[src/rtl/window_builder.sv]
// window_builder: turns a raster pixel stream into 3x3 windows.
// Two line buffers hold the previous two rows; a 3x3 register
// window slides one column per accepted pixel.
//
// Ports:
//   clk          rising-edge clock
//   n_rst        synchronous active-low reset
//   pixel_valid  pixel_in / sof qualify this cycle
//   sof          first pixel of a frame (row 0, col 0)
//   pixel_in     24-bit RGB pixel, raster order
//   pixelData    3x3 window, p0 at [215:192] .. p8 at [23:0]
//   window_valid one-cycle pulse when pixelData is new
//   frame_done   one-cycle pulse with the last window of a frame
module window_builder #(
    parameter int IMG_WIDTH  = 16,
    parameter int IMG_HEIGHT = 12
) (
    input  logic         clk,
    input  logic         n_rst,
    input  logic         pixel_valid,
    input  logic         sof,
    input  logic [23:0]  pixel_in,
    output logic [215:0] pixelData,
    output logic         window_valid,
    output logic         frame_done
);

    localparam int CW = $clog2(IMG_WIDTH) + 1;
    localparam int RW = $clog2(IMG_HEIGHT) + 1;
    localparam int AW = $clog2(IMG_WIDTH);

    typedef enum logic [1:0] {
        IDLE,
        FILL,
        RUN
    } state_t;

    state_t state;
    state_t state_nx;

    logic [CW-1:0] col;
    logic [CW-1:0] col_eff;
    logic [CW-1:0] col_nx;
    logic [RW-1:0] row;
    logic [RW-1:0] row_eff;
    logic [RW-1:0] row_nx;
    logic [AW-1:0] addr;

    logic accept;
    logic last_px;
    logic emit;

    logic [23:0] la [0:IMG_WIDTH-1];
    logic [23:0] lb [0:IMG_WIDTH-1];

    logic [23:0] win    [0:8];
    logic [23:0] win_nx [0:8];
    logic [215:0] pd_nx;

    // sof restarts the position at (0,0) for the pixel that carries it
    always_comb begin
        accept  = pixel_valid && (sof || (state != IDLE));
        col_eff = sof ? '0 : col;
        row_eff = sof ? '0 : row;
        addr    = col_eff[AW-1:0];
        last_px = (row_eff == RW'(IMG_HEIGHT - 1)) &&
                  (col_eff == CW'(IMG_WIDTH - 1));
        emit    = accept && (row_eff >= RW'(2)) &&
                  (col_eff >= CW'(2));
    end

    always_comb begin
        state_nx = state;
        col_nx   = col;
        row_nx   = row;
        if (accept) begin
            if (last_px) begin
                state_nx = IDLE;
                col_nx   = '0;
                row_nx   = '0;
            end else begin
                if (col_eff == CW'(IMG_WIDTH - 1)) begin
                    col_nx = '0;
                    row_nx = row_eff + RW'(1);
                end else begin
                    col_nx = col_eff + CW'(1);
                    row_nx = row_eff;
                end
                state_nx = (row_nx >= RW'(2)) ? RUN : FILL;
            end
        end
    end

    // Shift left one column; new right column comes from the two
    // line buffers (rows r-2, r-1) and the incoming pixel (row r).
    always_comb begin
        for (int i = 0; i < 3; i++) begin
            win_nx[3*i]     = win[3*i + 1];
            win_nx[3*i + 1] = win[3*i + 2];
        end
        win_nx[2] = lb[addr];
        win_nx[5] = la[addr];
        win_nx[8] = pixel_in;
        pd_nx = '0;
        for (int k = 0; k < 9; k++) begin
            pd_nx[215 - 24*k -: 24] = win_nx[k];
        end
    end

    always_ff @(posedge clk) begin
        if (!n_rst) begin
            state        <= IDLE;
            col          <= '0;
            row          <= '0;
            pixelData    <= '0;
            window_valid <= 1'b0;
            frame_done   <= 1'b0;
            for (int k = 0; k < 9; k++) begin
                win[k] <= '0;
            end
        end else begin
            state        <= state_nx;
            col          <= col_nx;
            row          <= row_nx;
            window_valid <= emit;
            frame_done   <= accept && last_px;
            if (accept) begin
                for (int k = 0; k < 9; k++) begin
                    win[k] <= win_nx[k];
                end
            end
            if (emit) begin
                pixelData <= pd_nx;
            end
        end
    end

    // Line buffers carry no reset; stale contents are never emitted
    always_ff @(posedge clk) begin
        if (n_rst && accept) begin
            lb[addr] <= la[addr];
            la[addr] <= pixel_in;
        end
    end

endmodule
[config.mk]
export PLATFORM = sky130hd
export DESIGN_NAME = window_builder
export DESIGN_NICKNAME = d
export VERILOG_FILES = /design/src/rtl/window_builder.sv
export SDC_FILE = /design/constraint.sdc
export NUM_CORES = 1
export LEC_CHECK = 0
export BUFFER_PORTS_ARGS = -buffer_cell sky130_fd_sc_hd__buf_4
export CAP_MARGIN = 20
export CORE_MARGIN = 1.5
export CORE_UTILIZATION = 45
export DETAILED_ROUTE_END_ITERATION = 12
export SKIP_CTS_REPAIR_TIMING = 1
export SLEW_MARGIN = 20
export SYNTH_ARGS = -nofsm -noshare
export SYNTH_HDL_FRONTEND = slang
export SYNTH_SLANG_ARGS = --single-unit
export TNS_END_PERCENT = 10
[constraint.sdc]
create_clock -name clk -period 5.3 [get_ports clk]
set_clock_uncertainty 0.2 [all_clocks]
set_input_delay 0.265 -clock clk [delete_from_list [all_inputs] [get_ports clk]]
set_output_delay 0.265 -clock clk [all_outputs]
set_load 0.02 [all_outputs]
* Yosys cells after proc, flatten, opt, wreduce, memory -nomap -nowiden
Memory sizes are Yosys's and may differ from the RTL's.
Index checks and enable logic that the tools add are counted.
W data, S select, Z words.
** Word-level totals
- Register bits after elaboration :: 230
- RAM bits :: 984
- Output and inout port bits :: 218
- Memories :: 3
** Memory list
- la :: depth 16, width 24, rd ports 1, clocked after memory_dff 0, write ports 1, RTL line 53 : logic [23:0] la [0:IMG_WIDTH-1];
- lb :: depth 16, width 24, rd ports 1, clocked after memory_dff 0, write ports 1, RTL line 54 : logic [23:0] lb [0:IMG_WIDTH-1];
- win :: depth 9, width 24, rd ports 6, clocked after memory_dff 0, write ports 9, RTL line 56 : logic [23:0] win [0:8];
** Operators by class
- Add/subtract/negate cells :: 2
- Order comparisons :: 3
- Equality and inequality tests :: 2
- Multiplexer cells :: 25
- Bitwise gates (word level) :: 9
- Reduce and logical (&&, ||, !) cells :: 8
** Operator list (number)
- $mux W24 :: 9
- $mux W5 :: 8
- $ge A5 B2 Y1 const B :: 3
- $add A5 B1 Y5 const B :: 2
- $eq A5 B4 Y1 const B :: 2
- $or A1 B1 Y1 :: 9
- $logic_and A1 B1 Y1 :: 6
- $mux W1 :: 6
- $mux W2 :: 2
- $reduce_bool A2 Y1 :: 1
- $logic_or A1 B1 Y1 :: 1

* Logic depth before layout (Yosys ltp)
Gate-level depths: netlist of run 1.
- Depth in word-level cells :: 8
- Depth in mapped cells :: 12
- Gate-level depth less buffers :: 8

* Worst setup path before layout of run 1
No wires, ideal clock.
- Path kind :: flip-flop to flip-flop
- From :: register state[1]
- To :: memory win[1][0], enable pin
- Setup time :: 497 ps
- Data arrival time :: 3538 ps
- Data required time :: 4603 ps
- Setup slack :: 1065 ps
- Stages on the path, launching flop included :: 5
- Path buffers :: 1
- Cell sequence :: dfxtp_1 -> o31ai_1 -> and2_1 -> clkbuf_1 -> inv_1
** RTL lines
- start, declared :: RTL line 38 : state_t state;
- start signal, assigned :: RTL line 122 : state <= state_nx;
- end, declared :: RTL line 56

==> results of run 1 <==
==> power by group <==
| group | internal [mW] | leakage, nW | switching (mW) |
|---|---|---|---|
| clock | 4.55 | 1.78 | 3.32 |
| combinational | 0.286 | 5.11 | 0.642 |
| sequential | 9.83 | 10.3 | 0.0647 |
| total | 14.7 | 17.2 | 4.03 |
==> cell usage in the layout (no fill, tap or decap), drive strengths merged, types with 3 or more instances in the layout <==
master       Yosys  layout
or2             25      25
a31oi           41      41
inv             12      15
nor4b           10      10
o22ai           64      64
mux2            22      22
o31ai            6       6
bufinv           0       6
dfxtp          230     230
a211o           24      24
a211oi          31      31
mux2i          145     145
clkinv           0      36
a21oi           88      88
diode            0       3
a21boi         173     173
buf            111     318
edfxtp         912     912
o22a            41      41
nand2b           5       5
o21ba           24      24
a221o           26      26
and3            98      98
a22oi           26      26
nor2            39      39
nand3           31      31
mux4            27      27
a41oi           15      15
ha               6       6
and2             4       4
nand2          376     376
clkbuf         114     163
a221oi          66      66
nor4             5       5
nor3b            3       3
dlygate4sd3      0      26
nor3            11      11
o21ai           78      78
==> flip-flops by register name, summed over array words and instances, names as in the netlist <==
register and cells:
col 5, frame_done 1, la 384, lb 384, pixelData 216, row 5, state 2, win 144
window_valid 1
==> Yosys cell counts, types with 3 or more instances <==
cell type and count:
ha_1 6, nand3_1 11, dfxtp_1 230, clkbuf_1 114
or2_0 22, a21boi_0 143, a21oi_1 88, buf_1 7
a221oi_1 66, and2_1 4, nand3_2 20, a41oi_1 15
nor3_1 10, o31ai_1 6, nand2_1 376, a221o_1 26
a31oi_1 41, nor2_1 39, a211oi_1 31, a22oi_2 22
mux2i_1 145, nor4b_1 9, o22a_1 41, and3_1 98
buf_2 94, inv_1 11, a211o_1 24, o21ai_0 78
mux4_2 27, a21boi_1 30, nand2b_1 5, buf_4 6
buf_6 4, a22oi_1 4, edfxtp_1 912, or2_1 3
o21ba_1 24, mux2_2 22, nor4_1 5, o22ai_1 64
==> kinds of logic (layout without fill, tap and decap cells) <==
logic type | Yosys count | in the layout | share of synthesized area (%)
adders and majority gates | 6 | 6 | 0.1718
DFF | 1142 | 1142 | 73.21
AOI/OAI and AO/OA | 721 | 721 | 12.15
buffers and inverters | 237 | 566 | 2.425
other | 0 | 3 | 0
muxes | 194 | 194 | 5.280
and+or+nand+nor | 619 | 619 | 6.771
==> stage by stage <==
stage          instance area [um^2]  worst slack [ps]  instances
2_1_floorplan                 43700              1065       2919
3_3_place_gp                  47100              1314       4287
3_5_place_dp                  47110              1283       4287
4_1_cts                       50750              1260       4496
5_1_grt                       51060              1126       4524
6_report                      51070              1290       4527
==> per-layer routing <==
| layer | GRT usage, % | up-vias | wire, um | share of wire, % |
|---|---|---|---|---|
| met1 | 33.12 | 13580 | 50510 | 43 |
| li1 | - | 11740 | - | - |
| met2 | 38.04 | 1087 | 56360 | 48 |
| met3 | 3.090 | 150 | 8624 | 7.3 |
| met4 | 6.873 | 2 | 2715 | 2.3 |
| met5 | 0 | - | 8 | 0.0068 |
==> area by class of cell <==
class                      count  area share [%]
clock inverter                47          0.7276
multi-input combinational   1540           21.22
timing repair buffer         345           5.755
clock buffer                 162           6.399
tap                         1276           3.126
inverter                      12          0.1053
sequential                  1142           62.66
antenna                        3         0.01470
==> worst reg2reg max path, cell delays in order (launching register included) <==
cell and delay (ps):
dfxtp_4 720, buf_12 570, inv_1 720, a221o_1 420, nand3_1 130, nor4bb_1 860
nor2_1 90
==> final timing paths <==
| check | startpoint | to | slack [ps] | depth (start not counted) |
|---|---|---|---|---|
| setup / recovery | col[1] | win[2][19] | 1290 | 6 |
| hold / removal | sof | col[4] | 150 | 3 |
| setup reg to reg | col[1] | win[2][19] | 1290 | 6 |
| hold reg to reg | pixelData[16] | pixelData[16] | 260 | 2 |
==> flow_summary.ini, run 1 <==
[status]
status = complete, no violations

[cells_and_area]
finalNetCount = 3187
register_area_mm2 = 0.03200
drive_gt1_share_pct = 18.60
fill_cells = 7987
multi_input_area_mm2 = 0.01084
synthToLayoutAreaGrowth_pct = 16.87
post-route-util_pct = 52.97

[clocking]
clk_transition_reported_paths_ps = 60
cts_max_path_buffers = 3
clkSinkCount = 1142
cts_inserted_buffers = 112
h-tree-depth = 3
clock_latency_ps = 690
ctsRootBufferMaster = clkbuf_16
cts_tree = built

[grt]
antenna_found_initial = 6
grt_pass1_wl_mm = 172.5
grtUsageTotal_pct = 23.44
grt_max_degree = 286
grt-ovfl-total = 0
grt_pass1_vias = 26120

[setup_path]
crit_buf_inv = 2
critPathKind = reg2reg
cp-start-kind = flip-flop
cp.required_ps = 5490
path_cells = buf_12 -> inv_1 -> a221o_1 -> nand3_1 -> nor4bb_1 -> nor2_1
critPathMaxFanout = 163
arrival_ps = 4200
crit_family = simple AND/OR/NAND/NOR gates
cp-end-kind = flip-flop
cpPeakStageDelay_ps = 860
slowest_stage = nor4bb_1

[drt]
vias = 26560
drt_iter0_markers = 2978
wl_per_cell_um = 26.11
antenna_left = 0
drc = 0
firstDrtPassIters = 7
viasPerCell = 5.868
totalWireLength_mm = 118.2

[run]
cap_violations = 0

[synthesis]
yosys_warnings = 0
synth_top_area_share_pct = 62.67
yosysTopAreaCell = edfxtp_1
syn_nets = 2953
synthDistinctLibCells = 69
ys_top_cells_by_area = edfxtp_1, dfxtp_1, mux2i_1
synth_edf_count = 912
synth_area_mm2 = 0.04370
synth-seq-area-share_pct = 73.21
synth_cells = 2919
synth-async-reset-ratio_pct = 0
synth_ff_type = edfxtp_1
ys_ff_latch = 1142
synth_area_per_cell_um2 = 14.97

[sta]
slew_headroom_pct = 26.00
grt_setup_unrepaired = no
finalCriticalPeriod_ps = 4010
fin_crit_sh_pct = 75.65
drv_slew = 0
finalSetupViolCount = 0
max_slew.worst_pin.slew_ps = 1110
fmax_mhz = 249.4
timing_hold_violations_final = 0
finalSetupTns_ps = 0
hold_ws_ps = 148.4

[min_path]
hold_class = in2reg

[floorplanning]
dieArea_mm2 = 0.09899
chipWidth_um = 314.6
fp-row-count = 114
core_area_mm2 = 0.09642
io-pin-count = 246
start_util_pct = 45.32
die_y_um = 314.6

[place]
dpl.hpwl_mm = 70.06
io_buffers = 245
gp_congestion = 0.8201

[power_and_ir_drop]
power_leakage_nw = 17.21
power_mw = 18.69
p_per_area_mw_per_mm2 = 365.9
vdd_ir_drop_max_mv = 0.2375
Note: power is estimated with default switching activity, not from simulation.
==> inputs of run 2 (changes only) <==
==> constraint.sdc (replaced) <==
create_clock -name clk -period 3.45 [get_ports clk]
set_clock_uncertainty 0.2 [all_clocks]
set_input_delay 0.1725 -clock clk [delete_from_list [all_inputs] [get_ports clk]]
set_output_delay 0.1725 -clock clk [all_outputs]
set_load 0.02 [all_outputs]
==> flow_summary.ini, run 2 (synthesis results as in run 1) <==
[clocking]
clock_latency_ps = 690
ctsRootBufferMaster = clkbuf_16
clk_transition_reported_paths_ps = 60
cts_max_path_buffers = 3
cts_tree = built
clkSinkCount = 1142
h-tree-depth = 3
cts_inserted_buffers = 114

[grt]
grt-ovfl-total = 0
grtUsageTotal_pct = 24.35
grt_max_degree = 105
antenna_found_initial = 3
grt_pass1_vias = 26400
grt_pass1_wl_mm = 177.7

[floorplanning]
fp-row-count = 114
chipWidth_um = 314.6
start_util_pct = 45.32
dieArea_mm2 = 0.09899
die_y_um = 314.6
io-pin-count = 246
core_area_mm2 = 0.09642

[sta]
grt_setup_unrepaired = no
drv_slew = 0
fmax_mhz = 312.8
slew_headroom_pct = 16.58
max_slew.worst_pin.slew_ps = 1234
finalCriticalPeriod_ps = 3197
timing_hold_violations_final = 0
finalSetupTns_ps = 0
fin_crit_sh_pct = 92.67
finalSetupViolCount = 0

[cells_and_area]
register_area_mm2 = 0.03200
largestRegisters = la (384), lb (384), pixelData (216)
fill_cells = 7822
drive_gt1_share_pct = 20.58
multi_input_area_mm2 = 0.01083
post-route-util_pct = 53.91
synthToLayoutAreaGrowth_pct = 18.95
final_common_cell = edfxtp_1
finalNetCount = 3259
final_cell_mix = edfxtp_1, nand2_1, buf_4

[min_path]
whs_path_depth = 3
hold_class = in2reg
hp-start = sof
holdPathEnd = row[3]

[setup_path]
r2r-start = col[0]
cp-start-kind = flip-flop
ff2ff_path_depth = 8
cp.required_ps = 3670
rrSetupSlack_ps = 250
arrival_ps = 3420
critPathKind = reg2reg
cp-end-kind = flip-flop
critPathMaxFanout = 27
r2r_end = win[2][20]

[drt]
totalWireLength_mm = 122.6
wl_per_cell_um = 26.65
antenna_left = 0
drc = 0
vias = 27010
viasPerCell = 5.869
firstDrtPassIters = 5
drt_iter0_markers = 2958

[place]
gp_congestion = 0.8382
dpl.hpwl_mm = 75.80
io_buffers = 245

[run]
cap_violations = 0

[power_and_ir_drop]
p_per_area_mw_per_mm2 = 557.7
power_mw = 28.99
power_leakage_nw = 17.70
vdd_ir_drop_max_mv = 0.4069

[status]
status = complete, no violations
-- run 2: critical path: stages, from the launching register on --
cell	delay (ps)
dfxtp_4	420
nand2b_2	170
inv_4	260
buf_4	500
mux2i_1	250
a21boi_0	110
nor4_1	740
buf_4	240
nor2_1	40
-- run 2: area by class of cell --
class	instances	share of cell area, %
inverters	12	0.09869
flip-flops and latches	1142	61.56
diodes	2	0.009628
clock buffers	166	6.354
clock inverters	49	0.8352
multi-input cells	1540	20.83
well taps	1276	3.071
repair buffers	415	7.238
-- run 2: where the power goes --
group	total [mW]	switching (mW)	internal, mW
Sequential	15.2	0.114	15.1
Clock	12.3	5.18	7.09
Combinational	1.52	1.01	0.512
-- run 2: worst max-delay path by stage --
stage / endpoint / from
after global placement: win[2][20] / sof
after floorplan: la[11][0] / col[0]
final: win[2][20] / col[0]
after global routing: win[2][20] / col[0]
after detailed placement: win[2][20] / sof
after CTS: win[2][20] / col[0]
-- run 2: metal layers --
| layer | vias to the layer above | part of all wire, % | track usage, % |
|---|---|---|---|
| met1 | 13790 | 43 | 34.41 |
| met4 | 0 | 2.3 | 6.654 |
| met3 | 177 | 7.7 | 3.827 |
| met2 | 1145 | 47 | 39.26 |
| li1 | 11890 | - | - |
| met5 | - | 0 | 0 |
-- run 2: stage by stage --
step,instances,setup slack [ps],cell area (um^2),hold WS [ps]
5_1_grt,4600,63.37,51980,144.8
3_5_place_dp,4359,173.3,47980,246.7
2_1_floorplan,2919,-752.7,43730,71.37
3_3_place_gp,4359,183.2,47980,242.0
6_report,4602,253.0,51980,147.8
4_1_cts,4574,338.8,51720,-387.0
